`config.mk`:
```
export PLATFORM = sky130hd
export DESIGN_NAME = ervp_memory_stream_reader
export DESIGN_NICKNAME = d
export VERILOG_FILES = /design/src/rtl/ervp_memory_stream_reader.sv
export SDC_FILE = /design/constraint.sdc
export NUM_CORES = 1
export LEC_CHECK = 0
export ABC_AREA = 1
export CAP_MARGIN = 40
export CELL_PAD_IN_SITES_DETAIL_PLACEMENT = 2
export CELL_PAD_IN_SITES_GLOBAL_PLACEMENT = 2
export CORE_ASPECT_RATIO = 0.8
export CORE_MARGIN = 4
export CORE_UTILIZATION = 31
export DETAILED_ROUTE_END_ITERATION = 12
export GPL_ROUTABILITY_DRIVEN = 1
export MAX_ROUTING_LAYER = met4
export PLACE_DENSITY = 0.82
export SLEW_MARGIN = 25
export SYNTH_ARGS = -nofsm -noshare
export SYNTH_HDL_FRONTEND = slang
export SYNTH_SLANG_ARGS = --single-unit
```
`constraint.sdc`:
```
create_clock -name clk -period 3.5 [get_ports clk]
set_input_delay 0.525 -clock clk [delete_from_list [all_inputs] [get_ports clk]]
set_output_delay 0.525 -clock clk [all_outputs]
set_load 0.01 [all_outputs]
```
`src/rtl/ervp_memory_stream_reader.sv`:
```
// Streams {base,count} reads from a 1-cycle-latency memory as valid/ready beats.
// Optional per-command index stride: ERVP_MEMORY_STREAM_READER_STRIDE_EN.
module ervp_memory_stream_reader #(
   parameter int DEPTH    = 16,
   parameter int WIDTH    = 32,
   parameter int BW_INDEX = 4,
   parameter int BW_COUNT = BW_INDEX + 1
) (
   input  logic                clk,
   input  logic                rstnn,
   input  logic                cmd_valid,
   output logic                cmd_ready,
   input  logic [BW_INDEX-1:0] cmd_base,
   input  logic [BW_COUNT-1:0] cmd_count,
`ifdef ERVP_MEMORY_STREAM_READER_STRIDE_EN
   input  logic [BW_INDEX-1:0] cmd_stride,
`endif
   output logic [BW_INDEX-1:0] mem_rindex,
   output logic                mem_renable,
   input  logic [WIDTH-1:0]    mem_rdata_synch,
   output logic                tx_valid,
   input  logic                tx_ready,
   output logic [WIDTH-1:0]    tx_data,
   output logic                tx_last,
   output logic                busy,
   output logic                done
);

   typedef enum logic [1:0] {
      S_IDLE,
      S_READ,
      S_DRAIN,
      S_DONE0
   } state_t;

   localparam logic [BW_INDEX:0] DEPTH_L = (BW_INDEX+1)'(DEPTH);

   state_t              state;
   logic [BW_COUNT-1:0] cnt_q;
   logic [BW_COUNT-1:0] issued;
   logic [BW_COUNT-1:0] delivered;
   logic [BW_INDEX-1:0] idx;
   logic [BW_INDEX-1:0] step;
   logic [BW_INDEX-1:0] idx_next;
   logic [BW_INDEX:0]   sum;
   logic [BW_INDEX:0]   wrap1;
   logic                inflight;
   logic [1:0]          occ;
   logic [WIDTH-1:0]    buf0;
   logic [WIDTH-1:0]    buf1;
   logic                pop;
   logic                push;
   logic                last_issue;
   logic [2:0]          room;

`ifdef ERVP_MEMORY_STREAM_READER_STRIDE_EN
   logic [BW_INDEX-1:0] stride_q;
   assign step = stride_q;
`else
   assign step = BW_INDEX'(1);
`endif

   // wrap by compare so non-power-of-two depths step correctly
   assign sum      = {1'b0, idx} + {1'b0, step};
   assign wrap1    = (sum >= DEPTH_L) ? sum - DEPTH_L : sum;
   assign idx_next = BW_INDEX'((wrap1 >= DEPTH_L) ? wrap1 - DEPTH_L : wrap1);

   assign pop        = tx_valid & tx_ready;
   assign push       = inflight;
   assign room       = {1'b0, occ} + {2'b00, inflight} - {2'b00, pop};
   assign last_issue = (issued == cnt_q - BW_COUNT'(1));

   assign mem_renable = (state == S_READ) && (issued != cnt_q)
                        && (room < 3'd2);
   assign mem_rindex  = idx;
   assign cmd_ready   = (state == S_IDLE);
   assign busy        = (state != S_IDLE);
   assign tx_valid    = (occ != 2'd0);
   assign tx_data     = buf0;
   assign tx_last     = tx_valid && (delivered == cnt_q - BW_COUNT'(1));

   always_ff @(posedge clk or negedge rstnn) begin
      if (!rstnn) begin
         state     <= S_IDLE;
         cnt_q     <= '0;
         issued    <= '0;
         delivered <= '0;
         idx       <= '0;
         done      <= 1'b0;
`ifdef ERVP_MEMORY_STREAM_READER_STRIDE_EN
         stride_q  <= '0;
`endif
      end else begin
         done <= 1'b0;
         if (pop)
            delivered <= delivered + BW_COUNT'(1);
         unique case (state)
            S_IDLE: begin
               if (cmd_valid) begin
                  cnt_q     <= cmd_count;
                  idx       <= cmd_base;
                  issued    <= '0;
                  delivered <= '0;
`ifdef ERVP_MEMORY_STREAM_READER_STRIDE_EN
                  stride_q  <= cmd_stride;
`endif
                  if (cmd_count == '0) begin
                     state <= S_DONE0;
                     done  <= 1'b1;
                  end else begin
                     state <= S_READ;
                  end
               end
            end
            S_READ: begin
               if (mem_renable) begin
                  issued <= issued + BW_COUNT'(1);
                  // keep the final index visible after the last read
                  if (last_issue)
                     state <= S_DRAIN;
                  else
                     idx <= idx_next;
               end
            end
            S_DRAIN: begin
               if (pop && tx_last) begin
                  state <= S_IDLE;
                  done  <= 1'b1;
               end
            end
            S_DONE0: state <= S_IDLE;
            default: state <= S_IDLE;
         endcase
      end
   end

   always_ff @(posedge clk or negedge rstnn) begin
      if (!rstnn) begin
         inflight <= 1'b0;
         occ      <= 2'd0;
         buf0     <= '0;
         buf1     <= '0;
      end else begin
         inflight <= mem_renable;
         unique case ({push, pop})
            2'b10: begin
               if (occ == 2'd0)
                  buf0 <= mem_rdata_synch;
               else
                  buf1 <= mem_rdata_synch;
               occ <= occ + 2'd1;
            end
            2'b01: begin
               buf0 <= buf1;
               occ  <= occ - 2'd1;
            end
            2'b11: begin
               if (occ == 2'd1) begin
                  buf0 <= mem_rdata_synch;
               end else begin
                  buf0 <= buf1;
                  buf1 <= mem_rdata_synch;
               end
            end
            default: ;
         endcase
      end
   end

endmodule

```
# --- Word level (Yosys, flattened, before mapping) ---
# Index checks and enable logic that the tools add are counted.
# Widths: inputs -> output; s select.
word_totals:
  reg_bits: 89
  latch_bits: 0
  ramBits: 0
  mem_bits_ro: 0
  inputBits: 45
  out_inout_bits: 42
  n_memories: 0
op_classes:
  n_addsub: 10
  multipliers: 0
  div: 0
  order_cmp: 3
  n_eq_ne: 18
  shift: 0
  muxes: 29
  bitwise_logic: 1
  n_reduce_logical: 19
ops:
  columns: ["op", "count"]
  rows:
  - ["$mux 32", 4]
  - ["$pmux 32 s3", 1]
  - ["$pmux 32 s2", 1]
  - ["$mux 5", 6]
  - ["$mux 4", 4]
  - ["$ne 2x2->1 const B", 8]
  - ["$add 5x1->5 const B", 2]
  - ["$eq 5x5->1", 2]
  - ["$ge 5x5->1 const B", 2]
  - ["$mux 2", 5]
  - ["$pmux 5 s2", 1]
  - ["$reduce_bool 2->1", 5]
  - ["$eq 2x2->1 const B", 4]
  - ["$pmux 2 s4", 1]
  - ["$pmux 4 s2", 1]
  - ["$reduce_and 4->1", 2]
  - ["$eq 2x1->1 const B", 3]
  - ["$reduce_and 3->1", 2]
  - ["$add 4x1->5 const B", 1]
  - ["$logic_not 5->1", 1]
  - ["$ne 5x5->1", 1]
  - ["$sub 5x1->5 const B", 1]
  - ["$sub 5x5->5 const B", 1]
  - ["$logic_and 1x1->1", 4]
  - ["other kinds (13)", 17]

# --- Depth between registers and ports, before layout ---
# Gate-level depths: netlist of run 1.
logic_depth:
  ltp_word: 8
  depth_mapped: 18

# --- Worst setup path after synthesis of run 1 ---
# OpenSTA, ideal clock, no wires.
synth_timing:
  path_kind: "register to output"
  start: "register occ[1]"
  end: "output port mem_renable"
  arrival_ps: 2253
  required_ps: 2975
  slack_ps: 722
  stages_incl_launch_ff: 14
  n_path_buf: 1
  cell_sequence: "dfrtp_1 -> inv_1 -> ha_1 -> inv_2 -> nand2_2 -> buf_6 -> nor2_1 -> o21ai_0 -> fa_1 -> inv_1 -> nor2_1 -> nand2_1 -> o21bai_2 -> inv_1"
synth_via:
  elab_chain_len: 5
  elab_cells_between_ends: 6
  classes_between: "2 x add/sub; 1 x order compare; 1 x bitwise; 2 x reduce/logical"
synth_lines:
  columns: ["item", "line", "source"]
  rows:
  - ["start, declared", "48", "logic [1:0] occ;"]
  - ["start signal, assigned", "151", "occ <= occ + 2'd1;"]
  - ["start signal, assigned", "155", "occ <= occ - 2'd1;"]
  - ["$reduce_bool 2->1", "78", "assign tx_valid = (occ != 2'd0);"]
  - ["named net tx_valid", "21", "output logic tx_valid,"]
  - ["$and 1x1->1", "68", "assign pop = tx_valid & tx_ready;"]
  - ["$sub 3x1->3", "70", "assign room = {1'b0, occ} + {2'b00, inflight} - {2'b00, pop};"]
  - ["$lt 3x2->1", "74", "&& (room < 3'd2);"]
  - ["$logic_and 1x1->1", "74", null]
  - ["end, declared", "19", "output logic mem_renable,"]
# The timed path passes the listed nets, and every way through them passes these cells.

# --- Worst setup path in the final report of run 1 ---
layout_timing:
  start: "register occ[1]"
  end: "output port mem_renable"
layout_via:
  elab_chain_len: 5
  elab_cells_between_ends: 6
  classes_between: "2 x add/sub; 1 x order compare; 1 x bitwise; 2 x reduce/logical"
layout_lines:
  columns: ["item", "line"]
  rows:
  - ["parallel branches: the longest is 2 deep, another holds $add 2x1->3", null]
  - ["$sub 3x1->3 (*)", "70"]
  - ["$lt 3x2->1 (*)", "74"]
  - ["$logic_and 1x1->1 (*)", "74"]
# Mark *: on every way between the ends.

==> results.cfg, run 1 <==
[clock_network]
tritoncts = yes
clockBufferDepth = 2
cts_hold_buf = 0
clock-sinks = 89
cts_max_level = 3
cts_buffers = 9
clk_pin_slew_ns = 0.07
cts_root_buffer = clkbuf_16
clock_latency_ns = 0.34

[drt]
drt_iter0_markers = 117
wire_per_inst_um = 16.9
vias_per_cell = 4.83
firstDrtPassIters = 4
vias = 4039
drt_wl_total_um = 14100
antenna_left = 0
drc_errors = 0

[timing]
rsz0062_at_grt = false
min_period_ns = 3.17
setup_tns_ns = 0
maxSlewHeadroom_pct = 58.1
slew_viol_final = 0
max_freq_ghz = 0.316
clock_skew_ns = 0.0107
tightest_slew_ns = 0.628
hold_violations = 0
fin_crit_sh_pct = 90.6
setup_viol = 0

[setup_path]
crit_buf_inv = 6
worstSetupPathType = reg2out
critPathSlowestCell = fa_1
critPathMaxFanout = 3
cp_cell_sequence = inv_1 -> ha_2 -> inv_2 -> nand2_2 -> inv_1 -> nor2_1 -> o21ai_0 -> fa_1 -> inv_1 -> nor2_1 -> nand2_1 -> o21bai_2 -> inv_1 -> clkbuf_2
critical-path-top-delay-family = adder cells
cpPeakStageDelay_ns = 0.51
worstPathArrival_ns = 2.64
crit_top_cell = inv_1
worstSetupStartpointType = flip-flop
crit_path_end_kind = output port
worstPathRequired_ns = 2.97

[global_route]
grt_pass1_vias = 4635
grt_overflow_total = 0
grt.total_usage_pct = 17.4
antenna_found_initial = 0
grt_max_degree = 41
grt_pass1_wl_um = 23900

[cells_and_area]
n_fill_cell = 1576
regArea_um2 = 2230
final_nets = 703
multi_input_area_um2 = 1920
drive_above_1_share_pct = 12.7
diodes = 0
post_layout_nonfiller_instances = 837
area_growth_pct = 30.4

[placement]
dp_hpwl_um = 10400
port_buffers = 86
dpl.cell_count = 820
gp_congestion = 0.831

[die]
io_pins = 87
die_w_um = 145
row_count = 39
core_um2 = 14500
die_y_um = 118
initial_core_util_pct = 32.2
dieArea_um2 = 17100

[synth]
yosys_warnings = 0
async_flop_share_pct = 100
yosysSeqAreaShare_pct = 47.8
postSynthAreaPerCell_um2 = 8.37
synth_commonest_cells = nand2_1, inv_1, dfrtp_1
synthMostInstantiatedCell = nand2_1
yosysTopAreaCell = dfrtp_1
yosysUniqueCellTypes = 32
ys_seq_elements = 89
synth_area_leaders = dfrtp_1, nand2_1, inv_1
synth_edf_count = 0
synth_cells = 557
synth_top_area_share_pct = 47.8
synth_area_um2 = 4660
synthesis.nets = 611
ys.flop_type = dfrtp_1

[pwr]
leakage_nw = 2.88
p_seq_share_pct = 32.4
comb_power_share_pct = 50.2
ir_drop_uv = 313
cellPowerDensity_nw_per_um2 = 937
p_int_w = 0.00335
p_sw_w = 0.00235
p_clk_share_pct = 17.4
netSwitchingFraction_pct = 41.2

[job]
max_cap_viol_count = 0

[min_path]
min_path_type = in2async

[run_status]
outcome = completed
cell usage in the layout (no fill, tap or decap), types with 2 or more instances in the layout:
master / synthesis / final
nand2_1: 118 / 118
o22a_1: 32 / 32
ha_1: 8 / 7
inv_2: 5 / 5
dfrtp_1: 89 / 89
nor2_2: 3 / 3
buf_4: 0 / 15
clkinvlp_4: 0 / 2
nand3_1: 13 / 13
clkdlybuf4s50_1: 0 / 84
o21ai_2: 35 / 34
nor4_1: 2 / 2
inv_1: 96 / 96
o21ai_1: 10 / 10
nand2_2: 2 / 2
nor2_1: 58 / 58
nor3_1: 5 / 5
buf_12: 0 / 2
xnor2_1: 6 / 6
a21oi_1: 5 / 5
o21ai_0: 37 / 37
clkbuf_16: 0 / 9
cell families (layout without fill, tap and decap cells):
family	count (synthesis)	count (layout)	share of synthesized area, %
fa+ha+maj	9	9	2.58
compound gates	127	127	19.5
buf+inv	123	219	11.5
flops	89	89	47.8
xor+xnor	7	7	1.32
simple gates	202	202	17.3
power groups by stage:
stage	clock (W)	combinational [W]	sequential [W]
after global placement	0	0.00266	0.00184
after detailed placement	0	0.00285	0.00188
after floorplan	0	0.00165	0.00187
after CTS	0.00102	0.00291	0.00186
final	0.000993	0.00286	0.00184
after global routing	0.00107	0.00319	0.00192
registers in the layout, summed over array words and instances, names as in the netlist:
signal and flops:
delivered 5, occ 2, buf1 32, cnt_q 5, done 1, inflight 1, mem_rindex 4, issued 5
state 2, tx_data 32
repair_timing:
| item | in CTS | in global routing |
|---|---|---|
| gates resized for setup | 2 | 2 |
| buffers inserted | 2 | 0 |
| endpoints found under the setup margin | 1 | 1 |
metrics by stage:
step | power [W] | setup WS [ns] | area (um^2) | util [%] | hold WS, ns
3_3_place_gp | 0.00450 | 0.102 | 5720 | 39.5 | 0.463
2_1_floorplan | 0.00352 | 0.722 | 4660 | - | 0.229
4_1_cts | 0.00578 | 0.181 | 6080 | 41.9 | 0.153
3_5_place_dp | 0.00472 | 0.0436 | 5770 | 39.8 | 0.474
6_report | 0.00569 | 0.331 | 6080 | 41.9 | 0.137
5_1_grt | 0.00618 | 0.106 | 6080 | 41.9 | 0.166
path summary, 6_finish.rpt:
path	endpoint	cells past startpoint	slack, ns	startpoint
worst min register to register	buf1[23]$_DFFE_PN0P_	2	0.49	buf1[23]$_DFFE_PN0P_
max in group asynchronous	buf1[10]$_DFFE_PN0P_	2	2.79	rstnn
min in group clk	buf1[23]$_DFFE_PN0P_	2	0.49	buf1[23]$_DFFE_PN0P_
worst max-delay path	mem_renable	14	0.33	occ[1]$_DFFE_PN0P_
worst max register to register	mem_rindex[0]$_DFFE_PN0P_	18	0.77	occ[1]$_DFFE_PN0P_
worst min-delay path	tx_data[25]$_DFFE_PN0P_	1	0.14	rstnn
cell type report:
type | count | area share (%)
Inverter | 101 | 6.24
Multi-Input combinational cell | 345 | 31.5
Clock buffer | 11 | 4.00
Sequential cell | 89 | 36.7
Timing Repair Buffer | 103 | 16.9
Clock inverter | 4 | 0.886
Tap cell | 184 | 3.79
per-layer routing:
layer	global-route usage, %	share of wire [%]	vias up
met5	-	0	-
met4	3.74	0.90	0
met3	2.96	2.5	9
met2	30.3	50	53
met1	21.4	47	2033
li1	-	-	1944
No activity file was read; power rests on OpenSTA's default activity.
==> run 2: changes to the inputs <==
CORE_ASPECT_RATIO = default   (was 0.8)
CORE_UTILIZATION = 33   (was 31)
PLACE_DENSITY = 0.87   (was 0.82)
clock period = 3.96 ns   (was 3.5 ns; I/O delays follow)
==> results.cfg, run 2 (synthesis results as in run 1) <==
[die]
io_pins = 87
row_count = 43
die_y_um = 127
dieArea_um2 = 16100
initial_core_util_pct = 33.6
die_w_um = 127
core_um2 = 13900

[clock_network]
cts_max_level = 3
post_cts_buffers = 0
cts_root_buffer = clkbuf_16
clk_pin_slew_ns = 0.06
clockBufferDepth = 2
cts_hold_buf = 0
clock_latency_ns = 0.34
cts_buffers = 9
clock-sinks = 89
tritoncts = yes
cts_resized = 4

[cells_and_area]
drive_above_1_share_pct = 11.6
diodes = 0
area_growth_pct = 28.9
fin_util_pct = 43.3
regArea_um2 = 2230
layout_common_cells = nand2_1, inv_1, dfrtp_1, clkdlybuf4s50_1, nor2_1
multi_input_area_um2 = 1910
n_fill_cell = 1529
design_area_um2 = 6000
mostFrequentLayoutCell = nand2_1
final_nets = 694

[timing]
maxSlewHeadroom_pct = 57.4
rsz0062_at_grt = false
hold_violations = 0
setup_viol = 0
tightest_slew_ns = 0.638
clock_skew_ns = 0.00420
slew_viol_final = 0
whs_ns = 0.244
setup_tns_ns = 0
min_period_ns = 3.69
max_freq_ghz = 0.271
fin_crit_sh_pct = 93.2

[global_route]
grt.total_usage_pct = 19.4
grt_pass1_vias = 4668
grt_max_degree = 50
grt_pass1_wl_um = 24300
grt_overflow_total = 0
antenna_found_initial = 0

[setup_path]
crit_path_end_kind = output port
r2r_cells = 17
reg2reg_from = occ[0]$_DFFE_PN0P_
worstPathRequired_ns = 3.37
worstSetupPathType = reg2out
worstSetupStartpointType = flip-flop
worstPathArrival_ns = 3.10
critPathMaxFanout = 7
rr_endpoint = mem_rindex[0]$_DFFE_PN0P_
reg2reg_slack_ns = 1.04

[pwr]
cellPowerDensity_nw_per_um2 = 837
ir_drop_uv = 316
leakage_nw = 2.84

[placement]
dpl_cell_area_um2 = 5670
gp_congestion = 0.817
port_buffers = 86
dp_hpwl_um = 10400

[drt]
vias_per_cell = 4.85
drc_errors = 0
vias = 3993
drt_iter0_markers = 177
wire_per_inst_um = 17.3
antenna_left = 0
drt_wl_total_um = 14300
firstDrtPassIters = 4

[min_path]
min_path_type = in2async

[run_status]
outcome = completed

[job]
max_cap_viol_count = 0
## run 2: worst max-delay path by stage
stage                  startpoint           to  slack (ns)  cells after the start
2_1_floorplan  occ[1]$_DFFE_PN0P_  mem_renable        1.11                     13
3_3_place_gp             tx_ready  mem_renable        0.26                     11
3_5_place_dp             tx_ready  mem_renable        0.14                     11
4_1_cts        occ[0]$_DFFE_PN0P_  mem_renable        0.23                     14
5_1_grt        occ[0]$_DFFE_PN0P_  mem_renable        0.01                     14
6_report       occ[0]$_DFFE_PN0P_  mem_renable        0.27                     14
## run 2: worst max-delay path, cell delays in order (launching register included)
cell           delay (ns)
dfrtp_2              0.45
inv_1                0.10
ha_2                 0.22
inv_2                0.08
nand2_2              0.14
inv_1                0.13
nor2_1               0.11
o21ai_0              0.13
fa_1                 0.51
inv_1                0.04
nor2_1               0.12
nand2_1              0.07
o21bai_2             0.22
inv_1                0.12
dlygate4sd2_1        0.29
## run 2: report_power, final
| part | leakage (nW) | internal [W] | switching (W) | total [W] |
|---|---|---|---|---|
| Combinational | 1.60 | 0.00105 | 0.00137 | 0.00243 |
| Clock | 0.162 | 0.000602 | 0.000350 | 0.000952 |
| Sequential | 1.09 | 0.00133 | 0.000320 | 0.00165 |
## run 2: cell type report
cell class,instances,share of cell area [%]
well taps,180,3.75
inverters,101,6.31
multi-input cells,345,31.8
clock buffers,13,4.50
repair buffers,94,15.5
clock inverters,2,1.00
flip-flops and latches,89,37.1
## run 2: routing by layer
metal	share of wire (%)	up-vias	GRT usage [%]
met1	43	1994	23.3
li1	-	1927	-
met2	53	56	34.3
met4	1.3	0	5.24
met3	2.4	16	2.36
met5	0	-	-
## run 2: per-stage QoR
step	cells	power (W)	setup WS, ns
final	824	0.00503	0.268
after global routing	824	0.00547	0.0120
after CTS	824	0.00513	0.231
after detailed placement	809	0.00410	0.143
after global placement	808	0.00391	0.259
after floorplan	557	0.00311	1.11
==> run 3: changes to the inputs <==
CORE_ASPECT_RATIO = 1.1   (was default)
==> results.cfg, run 3 (synthesis results as in run 1) <==
[clock_network]
clock-sinks = 89
clockBufferDepth = 2
cts_root_buffer = clkbuf_16
tritoncts = yes
cts_max_level = 3
cts_hold_buf = 0
cts_resized = 0
post_cts_buffers = 0
clk_pin_slew_ns = 0.07
cts_buffers = 9
clock_latency_ns = 0.35

[drt]
drt_wl_total_um = 14200
drc_errors = 0
vias = 4053
vias_per_cell = 4.87
firstDrtPassIters = 4
drt_iter0_markers = 141
routed-wl-met2_um = 7830
highest_layer = met4
antenna_left = 0
wire_per_inst_um = 17.0
wl_met1_um = 5780
met3WireLength_um = 378

[cells_and_area]
area_growth_pct = 29.6
regArea_um2 = 2230
multi_input_area_um2 = 1920
final_nets = 693
diodes = 0
mostFrequentLayoutCell = nand2_1
fin_util_pct = 43.8
n_fill_cell = 1539
layout_common_cells = nand2_1, inv_1, dfrtp_1, clkdlybuf4s50_1, nor2_1
post_layout_nonfiller_instances = 832
drive_above_1_share_pct = 11.5

[global_route]
antenna_found_initial = 0
grt_pass1_vias = 4674
grt_max_degree = 52
grt.total_usage_pct = 18.9
grt_pass1_wl_um = 23700
grt_overflow_total = 0

[setup_path]
cpPeakStageDelay_ns = 0.54
worstSetupPathType = reg2out
crit_buf_inv = 6
critical-path-top-delay-family = buffers and inverters
cp_cell_sequence = inv_1 -> ha_2 -> inv_2 -> nand2_2 -> inv_1 -> nor2_1 -> o21ai_0 -> fa_1 -> inv_1 -> nor2_1 -> nand2_1 -> o21bai_2 -> inv_2 -> clkdlybuf4s50_1
reg2reg_slack_ns = 1.25
crit_path_end_kind = output port
worstSetupStartpointType = flip-flop
worstPathRequired_ns = 3.37
critPathSlowestCell = clkdlybuf4s50_1
reg2reg_from = occ[1]$_DFFE_PN0P_
critPathMaxFanout = 5
crit_top_cell = inv_1
worstPathArrival_ns = 3.13
r2r_cells = 17
rr_endpoint = mem_rindex[0]$_DFFE_PN0P_

[placement]
dp_hpwl_um = 10600
port_buffers = 86
gp_congestion = 0.846
dpl.cell_count = 816

[die]
die_w_um = 121
row_count = 45
core_um2 = 13800
io_pins = 87
die_y_um = 133
dieArea_um2 = 16100
initial_core_util_pct = 33.8

[timing]
slew_viol_final = 0
max_freq_ghz = 0.268
setup_viol = 0
whs_ns = 0.119
fin_crit_sh_pct = 94.1
hold_violations = 0
maxSlewHeadroom_pct = 59.3
tightest_slew_ns = 0.611
min_period_ns = 3.73
setup_tns_ns = 0
clock_skew_ns = 0.00481
rsz0062_at_grt = false

[pwr]
power_w = 0.00503
ir_drop_uv = 263
cellPowerDensity_nw_per_um2 = 833
leakage_nw = 2.84

[min_path]
min_path_type = in2async

[job]
max_cap_viol_count = 0

[run_status]
outcome = completed
-- run 3: where the power goes --
part	leakage [nW]	internal [W]	total [W]	switching, W
logic	1.61	0.00108	0.00246	0.00137
registers	1.09	0.00133	0.00165	0.000321
clock network	0.151	0.000556	0.000924	0.000368
-- run 3: layout make-up --
| class | instances | area share, % |
|---|---|---|
| timing repair buffer | 93 | 16.0 |
| inverter | 101 | 6.28 |
| sequential | 89 | 36.9 |
| multi-input combinational | 345 | 31.8 |
| clock inverter | 4 | 1.28 |
| clock buffer | 12 | 3.92 |
| tap | 188 | 3.89 |
-- run 3: worst max path at each step --
stage                       start          end  cells past startpoint
2_1_floorplan  occ[1]$_DFFE_PN0P_  mem_renable                     13
3_3_place_gp             tx_ready  mem_renable                     11
3_5_place_dp             tx_ready  mem_renable                     11
4_1_cts        occ[1]$_DFFE_PN0P_  mem_renable                     13
5_1_grt        occ[0]$_DFFE_PN0P_  mem_renable                     14
6_report       occ[1]$_DFFE_PN0P_  mem_renable                     14
-- run 3: per-stage QoR --
stage	worst slack [ns]	cell area, um^2
after global placement	0.280	5660
final	0.233	6040
after detailed placement	0.214	5720
after floorplan	1.11	4660
after global routing	0.0187	6040
after CTS	0.0885	6030
-- run 3: layer usage --
layer	global-route usage (%)	vias to the layer above
met1	20.9	2048
met2	34.9	61
met5	-	-
li1	-	1930
met3	3.21	14
met4	4.67	0
